==> src/rtl/alu_decode_stage.sv <==
// RV32I integer decode stage: turns OP / OP-IMM / LUI / AUIPC into ALU operands and op code
// behind a valid/ready output register. Define ALU_DECODE_SKID_EN to add a one-entry skid buffer.
module alu_decode_stage (
    input  logic        clk,
    input  logic        rst,
    input  logic        in_valid,
    output logic        in_ready,
    input  logic [31:0] instr,
    input  logic [31:0] pc,
    input  logic [31:0] rs1_data,
    input  logic [31:0] rs2_data,
    output logic        out_valid,
    input  logic        out_ready,
    output logic [31:0] alu_a,
    output logic [31:0] alu_b,
    output logic [3:0]  alu_ctrl,
    output logic [4:0]  rd,
    output logic        reg_write,
    output logic        illegal,
    output logic [7:0]  illegal_cnt
);
    localparam logic [6:0] OPC_OP    = 7'b0110011;
    localparam logic [6:0] OPC_IMM   = 7'b0010011;
    localparam logic [6:0] OPC_LUI   = 7'b0110111;
    localparam logic [6:0] OPC_AUIPC = 7'b0010111;

    localparam logic [6:0] F7_ZERO = 7'b0000000;
    localparam logic [6:0] F7_ALT  = 7'b0100000;

    localparam logic [3:0] ALU_ADD  = 4'b0000;
    localparam logic [3:0] ALU_SUB  = 4'b0001;
    localparam logic [3:0] ALU_AND  = 4'b0010;
    localparam logic [3:0] ALU_OR   = 4'b0011;
    localparam logic [3:0] ALU_XOR  = 4'b0100;
    localparam logic [3:0] ALU_SLT  = 4'b0101;
    localparam logic [3:0] ALU_SLL  = 4'b0110;
    localparam logic [3:0] ALU_SRA  = 4'b0111;
    localparam logic [3:0] ALU_SRL  = 4'b1000;
    localparam logic [3:0] ALU_SLTU = 4'b1001;

    typedef struct packed {
        logic [31:0] a;
        logic [31:0] b;
        logic [3:0]  ctrl;
        logic [4:0]  rd;
        logic        rw;
        logic        ill;
    } entry_t;

    // Op code for the funct3 values that need no funct7 qualification.
    function automatic logic [3:0] f3_to_ctrl(input logic [2:0] f3);
        logic [3:0] c;
        case (f3)
            3'b000:  c = ALU_ADD;
            3'b001:  c = ALU_SLL;
            3'b010:  c = ALU_SLT;
            3'b011:  c = ALU_SLTU;
            3'b100:  c = ALU_XOR;
            3'b101:  c = ALU_SRL;
            3'b110:  c = ALU_OR;
            default: c = ALU_AND;
        endcase
        return c;
    endfunction

    logic [6:0]  opcode;
    logic [2:0]  funct3;
    logic [6:0]  funct7;
    logic [31:0] imm_i;
    logic [31:0] imm_u;

    assign opcode = instr[6:0];
    assign funct3 = instr[14:12];
    assign funct7 = instr[31:25];
    assign imm_i  = {{20{instr[31]}}, instr[31:20]};
    assign imm_u  = {instr[31:12], 12'b0};

    logic [31:0] dec_a;
    logic [31:0] dec_b;
    logic [3:0]  dec_ctrl;
    logic        dec_ok;
    entry_t      dec;

    always_comb begin
        dec_a    = '0;
        dec_b    = '0;
        dec_ctrl = ALU_ADD;
        dec_ok   = 1'b0;
        case (opcode)
            OPC_OP: begin
                dec_a = rs1_data;
                dec_b = rs2_data;
                if (funct7 == F7_ZERO) begin
                    dec_ok   = 1'b1;
                    dec_ctrl = f3_to_ctrl(funct3);
                end else if (funct7 == F7_ALT) begin
                    if (funct3 == 3'b000) begin
                        dec_ok   = 1'b1;
                        dec_ctrl = ALU_SUB;
                    end else if (funct3 == 3'b101) begin
                        dec_ok   = 1'b1;
                        dec_ctrl = ALU_SRA;
                    end
                end
            end
            OPC_IMM: begin
                dec_a = rs1_data;
                dec_b = imm_i;
                case (funct3)
                    3'b001: begin
                        dec_ok   = (funct7 == F7_ZERO);
                        dec_ctrl = ALU_SLL;
                    end
                    3'b101: begin
                        dec_ok   = (funct7 == F7_ZERO) || (funct7 == F7_ALT);
                        dec_ctrl = (funct7 == F7_ALT) ? ALU_SRA : ALU_SRL;
                    end
                    default: begin
                        dec_ok   = 1'b1;
                        dec_ctrl = f3_to_ctrl(funct3);
                    end
                endcase
            end
            OPC_LUI: begin
                dec_ok = 1'b1;
                dec_b  = imm_u;
            end
            OPC_AUIPC: begin
                dec_ok = 1'b1;
                dec_a  = pc;
                dec_b  = imm_u;
            end
            default: dec_ok = 1'b0;
        endcase
    end

    // Illegal encodings still flow downstream, but as an inert ADD 0,0 with no writeback.
    always_comb begin
        dec.a    = dec_ok ? dec_a : 32'd0;
        dec.b    = dec_ok ? dec_b : 32'd0;
        dec.ctrl = dec_ok ? dec_ctrl : ALU_ADD;
        dec.rd   = instr[11:7];
        dec.rw   = dec_ok && (instr[11:7] != 5'd0);
        dec.ill  = !dec_ok;
    end

    entry_t out_q;
    entry_t out_d;
    logic   out_valid_q;
    logic   out_valid_d;
    logic   in_fire;

`ifdef ALU_DECODE_SKID_EN
    entry_t skid_q;
    entry_t skid_d;
    logic   skid_valid_q;
    logic   skid_valid_d;
    logic   in_ready_q;

    assign in_ready = in_ready_q;
    assign in_fire  = in_valid && in_ready_q;

    // The output register prefers the skid entry so ordering is preserved.
    always_comb begin
        out_d        = out_q;
        out_valid_d  = out_valid_q;
        skid_d       = skid_q;
        skid_valid_d = skid_valid_q;
        if (!out_valid_q || out_ready) begin
            if (skid_valid_q) begin
                out_d        = skid_q;
                out_valid_d  = 1'b1;
                skid_valid_d = in_fire;
                if (in_fire) begin
                    skid_d = dec;
                end
            end else begin
                out_valid_d = in_fire;
                if (in_fire) begin
                    out_d = dec;
                end
            end
        end else if (in_fire) begin
            skid_valid_d = 1'b1;
            skid_d       = dec;
        end
    end

    always_ff @(posedge clk or negedge rst) begin
        if (!rst) begin
            skid_q       <= '0;
            skid_valid_q <= 1'b0;
            in_ready_q   <= 1'b1;
        end else begin
            skid_q       <= skid_d;
            skid_valid_q <= skid_valid_d;
            in_ready_q   <= !skid_valid_d;
        end
    end
`else
    assign in_ready = !out_valid_q || out_ready;
    assign in_fire  = in_valid && in_ready;

    always_comb begin
        out_d       = out_q;
        out_valid_d = out_valid_q;
        if (in_ready) begin
            out_valid_d = in_valid;
            if (in_valid) begin
                out_d = dec;
            end
        end
    end
`endif

    logic [7:0] cnt_q;
    logic [7:0] cnt_d;

    always_comb begin
        cnt_d = cnt_q;
        if (in_fire && dec.ill && (cnt_q != 8'hFF)) begin
            cnt_d = cnt_q + 8'd1;
        end
    end

    always_ff @(posedge clk or negedge rst) begin
        if (!rst) begin
            out_q       <= '0;
            out_valid_q <= 1'b0;
            cnt_q       <= '0;
        end else begin
            out_q       <= out_d;
            out_valid_q <= out_valid_d;
            cnt_q       <= cnt_d;
        end
    end

    assign out_valid   = out_valid_q;
    assign alu_a       = out_q.a;
    assign alu_b       = out_q.b;
    assign alu_ctrl    = out_q.ctrl;
    assign rd          = out_q.rd;
    assign reg_write   = out_q.rw;
    assign illegal     = out_q.ill;
    assign illegal_cnt = cnt_q;
endmodule

==> config.mk <==
export PLATFORM = sky130hd
export DESIGN_NAME = alu_decode_stage
export DESIGN_NICKNAME = d
export VERILOG_FILES = /design/src/rtl/alu_decode_stage.sv
export SDC_FILE = /design/constraint.sdc
export NUM_CORES = 1
export LEC_CHECK = 0
export BUFFER_PORTS_ARGS = -buffer_cell sky130_fd_sc_hd__buf_2
export CAP_MARGIN = 20
export CORE_ASPECT_RATIO = 2
export CORE_UTILIZATION = 46
export CTS_CLUSTER_DIAMETER = 80
export CTS_CLUSTER_SIZE = 40
export DETAILED_ROUTE_END_ITERATION = 8
export HOLD_SLACK_MARGIN = 0.08
export PLACE_DENSITY = 0.81
export SLEW_MARGIN = 15
export SYNTH_ARGS = -nofsm -noshare
export SYNTH_HDL_FRONTEND = slang
export SYNTH_SLANG_ARGS = --single-unit
==> constraint.sdc <==
create_clock -name clk -period 1.6 [get_ports clk]
set_input_delay 0.32 -clock clk [delete_from_list [all_inputs] [get_ports clk]]
set_output_delay 0.32 -clock clk [all_outputs]
set_load 0.02 [all_outputs]
==> metrics list, run 1 <==
* CTS sink cnt: 84
- Input and output buffers added on the ports amount to 216.
- Starting DRT DRC Count: 255
- Among all flip-flop cells after synthesis, the most frequent one is dfrtp_1.
* Number of core rows: 49
* Pre-CTS setup slack: -0.311 ns
- Entering global routing, the biggest net connects 85 pins.
* Critical path launch point type: input pin
- Pwr per Cell Area: between 800 and 900 mW/mm²
* Portion of the clock cycle consumed by the worst path in the final layout: 96.7%
* Power after layout: 0.00529 W
* GP Congestion: just under 0.9
- Fin Setup TNS: 0 ns
* Number of buffers inserted during clock tree synthesis: 9
* Ordered cell list for the critical path: buf_2 -> nor4_4 -> buf_4 -> a31oi_1 -> o22ai_2 -> buf_12 -> nand2_4 -> a32o_1
* Remaining antenna violation count: 0
- Synth cell types: 50
- TritonCTS built the clock tree.
* LEAKAGE: 3.08 nW
- CTS HTree Levels: 3
- Number of primary I/O pins: 217
- Per report_power, the clock group accounts for between 30% and 40% of the total.
* Worst voltage drop across the vdd grid: 0.000628 V
* Wire per inst: between 15 and 20 µm
* Reg-to-reg critical path startpoint: illegal_cnt[0]
- Across the run, the number of max-cap violations was 0.
* Area share of the largest cell type after synthesis: between 40% and 50%
* Logic gate share of total power: 19.0%
* Worst path max stage delay: 0.27 ns
- Summed over all nets, the switching power comes to 0.00147 W.
- After layout, the minimum clock period comes to 1.55 ns.
- For this run, the number of Yosys warnings is 0.
- Number of buffers between clock root and the deepest sink: 2
- The tree is rooted in a clkbuf_16.
* Min-Delay Path Class: input pin to register
- The most critical setup path has its startpoint at instr[26].
- Most common cell in the synthesized netlist: nand2_1
- After floorplanning, the core was sized to cover 0.00895 mm².
- In the post-route analysis, the smallest setup slack over all paths is approximately 0.053 ns.
- Area contributors post-synth: dfrtp_1 49%, nand2_1 8.5%, a22oi_1 5.8%
- Setup violations remaining at the end of the flow were counted as 0.
- The worst hold path begins at instr[9].
* Detailed-route via count: ~4,600
- Classification of the worst setup path: input pin to register
- After detailed routing, the number of remaining DRC violations is 0.
- Summed over all nets, the half-perimeter wirelength after detailed placement is 9.99 mm.
- Share of synthesized flip-flops with an asynchronous set or reset: 100%
- Synthesis produced a netlist whose cell count is 473.
- Per report_power, the sequential group accounts for a little over two fifths of the total.
* Die Span Y: 138 µm
- For the pin with the worst max-slew slack, the measured transition is approximately 0.45 ns.
- Outcome: finished, final reports clean
- In the routed layout, each cell is associated on average with a via count of 5.60.
- Finished Layout Cells: 815
- Share of post-route cells with drive strength above 1: 42.5%
- Summed instance area of the synthesized netlist: 0.00425 mm²
- The die covers 0.00966 mm².
- Post-Route Skew: 0.00957 ns
* Global-route wire length before repair: 20.4 mm
- Mean cell area of the mapped netlist: 8.99 µm²
- Data required time of the critical path: between 1.5 and 2 ns
* Post-synthesis cell type with the largest combined area: dfrtp_1
- At the later pin of the worst-skew pair, clock insertion delay measures 0.33 ns.
* Initial Util: between 40 and 50%
* Die extent in x: 70.0 µm
- Of the total power, the share spent switching nets is between 20% and 30%.
- Clock-pin slew was measured on the worst setup and hold paths at 0.06 ns.
* Final Slew Violations: 0
- Final Routed Wirelength: 13.0 mm
- Antenna diodes: 0
* Total gr overflow: 0
* Total routing resource utilization after global routing: 26.9%
* Number of global-route vias before repair: 4,406
* Synth cell count leaders: 96 x nand2_1, 84 x dfrtp_1, 49 x a21oi_1
- Unrepaired setup endpoints after global routing: yes
- Internal: 0.00383 W
- Area of all placed cells without fillers: 0.00611 mm²
* Critical Path Sink Type: register
- Data arrival, critical path: between 1.5 and 2 ns
- Hold violation count in the final report: 0
- Standard cell with the maximum stage delay on the critical path: a32o_1
- At the end of the flow, the number of nets in the layout was ~840.
- Counting tap cells, the placed design contains a total of 797 instances.
- The number of antenna violations at the first check in global routing is 0.
- Seq/Total Area, Yosys: 49.4%
- In this run the tightest slew margin relative to its limit is 70.2%.
- Post-Synthesis Net Count: about 610
* Total cell area at the placement stage: 0.00577 mm²
* Synthesis-stage register bit count: 84
- Of all nets on the critical path, the largest fanout is 14.
- The pre-antenna-repair detailed-routing pass consisted of 5 iterations.
* Timing-limited maximum frequency: between 600 and 700 MHz
* Number of enable-type register cells in the synthesized netlist: 0
* Synth-to-layout area growth: 43.6%
## power groups by stage
stage	Sequential [W]	Clock, W	Combinational (W)
3_3_place_gp	0.00234	0	0.000965
3_5_place_dp	0.00234	0	0.000995
4_1_cts	0.00231	0.00202	0.000999
6_report	0.00230	0.00198	0.00101
2_1_floorplan	0.00247	0	0.000347
5_1_grt	0.00231	0.00210	0.00109
## critical path: cells and delay by family
| family | cells | cell delay, ns |
|---|---|---|
| AO/OA/AOI/OAI | 3 | 0.56 |
| buffers and inverters | 3 | 0.46 |
| AND/OR/NAND/NOR | 2 | 0.43 |
## cells by family after synthesis
family | after synthesis | share of synthesized area, %
muxes | 15 | 3.65
AOI/OAI and AO/OA | 171 | 25.3
DFF | 84 | 49.4
adders and majority gates | 1 | 0.294
and+or+nand+nor | 155 | 15.9
buffers and inverters | 41 | 4.15
xor gates and xnor gates | 6 | 1.24
## stage by stage
stage	util (%)	hold slack, ns
global placement	64.4	0.378
CTS	67.8	0.180
global route	68.2	0.196
detailed placement	64.4	0.383
floorplan	-	0.0244
finish	68.2	0.191
## timing repair
action / CTS / global route
hold endpoints to repair: 84 / 0
resized for setup: 0 / 25
hold buffers: 1 / 0
buffers inserted: 0 / 1
setup endpoints to repair: 0 / 38
## flip-flops by register name (all words and copies together) (netlist names)
register     flops
illegal          1
out_valid        1
rd               5
reg_write        1
illegal_cnt      8
alu_a           32
alu_b           32
alu_ctrl         4
## layer usage
metal	global-route usage [%]	part of all wire [%]	vias up
li1	-	-	2143
met1	27.1	35	2167
met2	51.4	56	210
met3	4.29	5.1	43
met4	15.1	3.9	0
met5	0	0	-
## final cells by class
cell class | count | area, µm²
fillers | 715 | 2840
clock inverters | 3 | 20.0
clock buffers | 13 | 270
well taps | 102 | 128
repair buffers | 262 | 1540
inverters | 3 | 11.3
multi-input cells | 348 | 2040
flip-flops and latches | 84 | 2100
## worst paths after layout
check	end	slack, ns	cells past startpoint
worst min-delay path	rd[2]	0.19	3
min in group asynchronous	illegal_cnt[1]	0.54	3
worst min register to register	alu_a[12]	0.48	2
worst max-delay path	illegal_cnt[2]	0.05	8
max in group asynchronous	alu_ctrl[3]	0.69	3
worst max register to register	illegal_cnt[6]	0.08	6
## cell usage in the layout, fill, tap and decap left out, types with 3 or more instances in the layout
cell	synthesis	final
nand3_1	6	6
clkbuf_16	0	9
nand2_1	96	95
xor2_1	5	5
nor2_1	30	29
inv_1	3	3
a21oi_1	49	48
o21ai_0	46	27
o21ai_1	12	31
clkbuf_8	0	3
mux2i_1	11	11
dfrtp_1	84	84
buf_12	0	8
buf_2	9	215
a22oi_1	33	33
mux2_2	3	3
nand2b_1	6	5
buf_4	1	37
o31ai_2	9	11
(Power assumes the default switching activity.)
==> inputs of run 2 (changes only) <==
Settings changed: GPL_ROUTABILITY_DRIVEN set to 0, SETUP_SLACK_MARGIN set to 0.3.
==> metrics list, run 2 (synthesis results as in run 1) <==
- Max_slew headroom: 70.9%
* Remaining antenna violation count: 0
- Across all hold checks on the routed design, the worst slack comes to 0.189 ns.
* TritonCTS clock tree: built
* Worst-margin pin slew: approximately 0.42 ns
- Final Routed Wirelength: 14.0 mm
* Die Span Y: 138 µm
- Antenna diodes: 0
- Across every metal layer, demand over resource in global routing totals 28.1%.
- Root buffer cell: clkbuf_16
* Data required time of the critical path: 1.86 ns
* Number of detailed-routing iterations run before antenna repair: 5
* Pwr per Cell Area: about 900 mW/mm²
* Unrepaired setup endpoints after global routing: yes
- Hold violation count in the final report: 0
- For this design the static power due to leakage is 3.31 nW.
- Power after layout: 0.00609 W
- Synth-to-layout area growth: 56.3%
- Data arrival, critical path: roughly 1.8 ns
* Wire per inst: about 17 µm
- The number of antenna violations at the first check in global routing was 0.
* Critical Path Sink Type: register
- Cell with the most instances on the worst path: buf_12
- Global-route wire length before repair: approximately 21 mm
- Detailed-route via count: 4,669
* Final core occ: 74.3%
* Area enclosed by the die boundary: 0.00966 mm²
- CTS HTree Levels: 3
* Total gr overflow: 0
- Buffers placed on the I/O ports in this run total between 200 and 250.
- Ordered cell list for the critical path: buf_8 -> nor4_4 -> nand3_1 -> o22ai_2 -> buf_12 -> o21ai_4 -> buf_12 -> o21ai_2
* Number of primary I/O pins: ~220
- Entering global routing, the biggest net connects 85 pins.
* Count of fill cells added during filler insertion: 650
- Final Slew Violations: 0
- DR vias/cell: 5.57
- Minimum setup slack among reg-to-reg paths: 0.11 ns
- Based on the critical path, the design can be clocked at up to 660 MHz.
* Crit path time final: 1.51 ns
* Number of buffers inserted during clock tree synthesis: 9
- Dpl hpwl: 10.1 mm
* Number of core rows: 49
- After layout, the worst setup slack is 0.0851 ns.
* Setup Viol. Count Final: 0
- Standard cell with the maximum stage delay on the critical path: nor4_4
- Starting DRT DRC Count: 265
- After the last flow step, the layout net total stands at 864.
- Reg2Reg Depth: 5
* Post-Route Skew: 0.00510 ns
- Most frequent cells in the layout: 207 x buf_2, 94 x nand2_1, 81 x dfrtp_1, 48 x a21oi_1, 46 x buf_4
- Die extent in x: ~70 µm
- After layout, the worst path uses around 95% of the clock period.
- The startpoint identified for the worst register-to-register timing path is out_valid.
* Classification of the worst setup path: input pin to register
* Number of buffers between clock root and the deepest sink: 2
- After detailed routing, the number of remaining DRC violations is 0.
* Post-CTS clock slew at the launch and capture registers of the worst setup and hold paths: 0.06 ns
- After floorplanning, the core was sized to cover 0.00895 mm².
- In the final layout, the share of cells above drive strength 1 is between 40 and 50%.
* Peak fanout along the critical path: 24
* Worst hold endpoint: rd[2]
- IR analysis of the VDD net gives a maximum drop of 0.000672 V.
- STA classifies the critical path startpoint as an input pin.
* Worst path max stage delay: about 0.34 ns
- The path class of the tightest hold or removal check is input pin to register.
- Source-to-sink clock delay at the later pin of the worst-skew pair: 0.33 ns
- Max-cap violations in this run came to 0.
- OpenSTA, run right after detailed placement, puts the worst setup slack at -0.333 ns.
* CTS sink cnt: 84
* Hold path startpoint: instr[9]
* Most frequent standard cell in the layout excluding fill and tap cells: buf_2
* Outcome: finished, final reports clean
- Number of cells on the worst hold path: 3
- The worst register-to-register path ends at illegal_cnt[1].
* Number of global-route vias before repair: roughly 4,400
- In the final timing run, aggregate negative setup slack is 0 ns.
- The initial utilization of the core area, before any placement, comes to 47.5%.
==> run 2: cell types whose count changed in the layout (fill, tap and decap cells not counted), moves of 4 or more <==
cell and change:
buf_6 +19, o21ai_0 -22, o31ai_2 -7, buf_2 -8
o31ai_4 +8, o21ai_1 +10, buf_4 +9, o21ai_2 +12
nand2b_4 +4
==> run 2: final cells by class <==
type / instances / area [µm²] / share of cell area [%]
multi-input cells: 348 / 2250 / 33.9
repair buffers: 285 / 1840 / 27.6
clock inverters: 7 / 91.3 / 1.37
clock buffers: 9 / 225 / 3.39
well taps: 102 / 128 / 1.92
inverters: 3 / 11.3 / 0.169
flip-flops and latches: 84 / 2110 / 31.7
==> run 2: how the worst max path moves through the flow <==
stage / end / start / cells past startpoint
6_report: alu_b[26] / instr[25] / 8
5_1_grt: alu_b[26] / instr[25] / 8
4_1_cts: alu_a[15] / instr[27] / 8
3_5_place_dp: alu_a[19] / instr[26] / 8
3_3_place_gp: illegal_cnt[1] / instr[26] / 7
2_1_floorplan: illegal / instr[26] / 7
==> run 2: layer usage <==
layer	wire, µm	track usage, %	vias up	share of wire (%)
met5	0	0	-	0
met2	7690	52.2	212	55
met1	5100	30.4	2224	37
met4	494	15.2	0	3.5
li1	-	-	2200	-
met3	682	3.92	33	4.9
==> run 2: per-stage QoR <==
| stage | instances | area (µm²) |
|---|---|---|
| 2_1_floorplan | 473 | 4420 |
| 3_3_place_gp | 805 | 5880 |
| 3_5_place_dp | 805 | 5880 |
| 4_1_cts | 831 | 6420 |
| 5_1_grt | 838 | 6650 |
| 6_report | 838 | 6650 |
==> run 2: timing repair <==
action                                  CTS  global route
buffers inserted                          9             6
pin swaps                                 8            10
hold buffers                              1             0
resized for setup                        58            48
gates cloned                              0             1
hold endpoints to repair                 84             0
endpoints found under the setup margin   83            86
==> run 2: power by group <==
part	switching, W	leakage, nW	internal [W]
combinational	0.000761	2.01	0.000800
clock	0.000835	0.155	0.00136
sequential	0.000104	1.15	0.00223
total	0.00170	3.31	0.00439
==> run 2: critical path: cells and delay by family <==
| kind | cells | cell delay [ns] |
|---|---|---|
| buf+inv | 3 | 0.44 |
| compound gates | 3 | 0.50 |
| simple gates | 2 | 0.49 |
==> inputs of run 3 (changes only) <==
Settings changed: PLACE_DENSITY 0.81 to unset, PLACE_DENSITY_LB_ADDON set to 0.1, SLEW_MARGIN 15 to unset.
==> metrics list, run 3 (synthesis results as in run 1) <==
- Summing all placed instances gives a cell area of 0.00590 mm².
- The die covers 0.00966 mm².
* Outcome: finished, final reports clean
- Leaving out fill and tap cells, the most frequent cell in the layout is buf_2.
- Count of fill cells added during filler insertion: 663
- For this run, design rule violations remaining after detail routing come to 0.
- The critical path crosses 9 cells after its start point.
- Final Slew Violations: 0
- Global routing consumed, over all layers together, between 20% and 30% of the routing resources.
* Data arrival, critical path: 1.79 ns
- After detailed routing, the total wire length is 13.8 mm.
- Headroom to the max-slew limit came out at about 70%.
- The detailed router finished its first iteration with 247 violations.
* Synth-to-layout area growth: 58.5%
* Portion of the clock cycle consumed by the worst path in the final layout: 96.7%
- Cell with the most instances on the worst path: buf_12
- For this block, the via count after detailed routing is 4,689.
* Worst-margin pin slew: roughly 0.48 ns
* Gr busiest metal: met2
- Global routing finished with a remaining overflow of 0.
* Number of buffers between clock root and the deepest sink: 2
- Number of buffers inserted during clock tree synthesis: 9
- Once layout is complete, the cells apart from fillers number 840.
- Remaining antenna violation count: 0
* Reg-to-reg critical path startpoint: out_valid
- Counting I/O delays and the setup requirement, the final critical path takes ~1.5 ns.
- For the worst setup path, the data required time is 1.84 ns.
- Setup Viol. Count Final: 0
- LEAKAGE: 3.32 nW
* Number of global-route vias before repair: 4,323
- Reg-to-Reg End: illegal_cnt[7]
- DR vias/cell: 5.58
* M3 GR Usage: 3.85%
- Die Span Y: 138 µm
* Source-to-sink clock delay at the later pin of the worst-skew pair: about 0.33 ns
* Quantity of I/O buffers inserted on ports: 216
* Start point of the critical path: instr[25]
* CTS HTree Levels: 3
- TritonCTS clock tree: built
* Nets: 866
* Standard cell with the maximum stage delay on the critical path: nor4_4
- Antenna diodes: 0
* Power after layout: 0.00596 W
- The min-delay analysis places its worst path in the category input pin to register.
- Peak fanout along the critical path: 8
* Wire per inst: 16.4 µm
- Placeable core region: 0.00895 mm²
- CTS sink cnt: 84
- The worst setup path is launched from an input pin.
- Minimum setup slack among reg-to-reg paths: 0.07 ns
- Initial antenna violation count: 0
- Unrepaired setup endpoints after global routing: yes
* Count of buffering cells on the critical path with inverters included: 4
* Share of post-route cells with drive strength above 1: 47.4%
* Dpl hpwl: 9.81 mm
- 217 I/O pins were placed.
- The worst hold path begins at instr[9].
- Entering global routing, the biggest net connects 49 pins.
- Clock skew on the completed layout was measured at 0.00798 ns.
* Critical Path Sink Type: register
- In the global route stage, met1 resource usage came out at 29.3%.
* Worst voltage drop across the vdd grid: 0.000676 V
- Worst setup path endpoint: alu_b[8]
- The worst register-to-register path has a depth of 6.
- For met2 alone, demand over resource in global routing was 49.3%.
- Global-route wire length before repair: 20.3 mm
- The floorplan has 49 rows.
- The signal on the critical path passes through buf_6 -> nor4_4 -> buf_4 -> nand3_4 -> o22ai_4 -> buf_12 -> nand2_8 -> buf_12 -> o31ai_4.
* Area of all placed cells without fillers: around 0.0067 mm²
- Post-CTS clock slew at the launch and capture registers of the worst setup and hold paths: 0.06 ns
- Die extent in x: between 60 and 70 µm
- Initial Util: 47.5%
- Pwr per Cell Area: around 880 mW/mm²
* Most frequent cells in the layout: 206 x buf_2, 95 x nand2_1, 83 x dfrtp_1, 47 x a21oi_1, 47 x buf_4
* Timing-limited maximum frequency: 646 MHz
* # Max-Cap Violations: 0
* Hold violation count in the final report: 0
- On the critical path the largest part of the delay comes from buffers and inverters.
- Classification of the worst setup path: input pin to register
- On the worst path, the slowest cell contributes a delay of between 0.3 and 0.4 ns.
* Final core occ: between 70% and 80%
* Number of detailed-routing iterations run before antenna repair: 5
- Clock tree synthesis selected as its root buffer the cell clkbuf_16.
* Post-Place Cells: 806
## run 3: cell count changes in the layout (fill, tap and decap cells not counted), moves of 2 or more
cell | before | now
o21ai_1 | 41 | 44
o31ai_2 | 4 | 2
dfrtp_2 | 3 | 1
nand2_4 | 2 | 0
dfrtp_1 | 81 | 83
clkbuf_16 | 10 | 12
o21ai_2 | 12 | 8
o31ai_4 | 9 | 11
clkinv_2 | 3 | 0
## run 3: routing by layer
layer | wire, µm | vias to the layer above
met5 | 0 | -
met4 | 395 | 0
met3 | 682 | 30
met1 | 4820 | 2244
li1 | - | 2200
met2 | 7860 | 215
## run 3: power by group
group | switching [W] | internal, W
combinational | 0.000694 | 0.000719
clock | 0.000820 | 0.00142
sequential | 0.0000941 | 0.00222
## run 3: worst min-delay path by stage
stage | slack (ns) | depth (start not counted) | to
global route | 0.21 | 3 | rd[2]
finish | 0.19 | 3 | rd[2]
global placement | 0.31 | 2 | alu_a[31]
CTS | 0.18 | 3 | rd[2]
detailed placement | 0.32 | 2 | alu_a[11]
floorplan | 0.02 | 0 | alu_a[0]
## run 3: final cells by class
class	instances	area, µm²	area share, %
Clock buffer	11	243	3.60
Clock inverter	5	85.1	1.26
Inverter	3	11.3	0.167
Multi-Input combinational cell	348	2270	33.7
Sequential cell	84	2100	31.2
Tap cell	102	128	1.89
Timing Repair Buffer	287	1900	28.2
## run 3: timing repair
item,in CTS,in global routing
pin swaps,6,7
endpoints found under the hold margin,84,0
gates cloned,0,4
gates resized for setup,56,44
hold buffers,1,0
buffers inserted,9,4
setup endpoints to repair,83,85
## run 3: stage by stage
step | hold slack [ns] | setup TNS [ns] | worst slack, ns
after floorplan | 0.0244 | -0.290 | -0.0585
after global placement | 0.309 | -20.80 | -0.311
after detailed placement | 0.317 | -23.40 | -0.376
after CTS | 0.178 | 0 | 0.0479
after global routing | 0.209 | 0 | 0.00336
final | 0.187 | 0 | 0.0524
## run 3: worst register-to-register path: stages (launching register included)
cell and delay [ns]:
dfrtp_2 0.43, nand2b_4 0.09, o211a_1 0.19, buf_4 0.13
nand3_1 0.06, a21oi_1 0.16, mux2_2 0.35
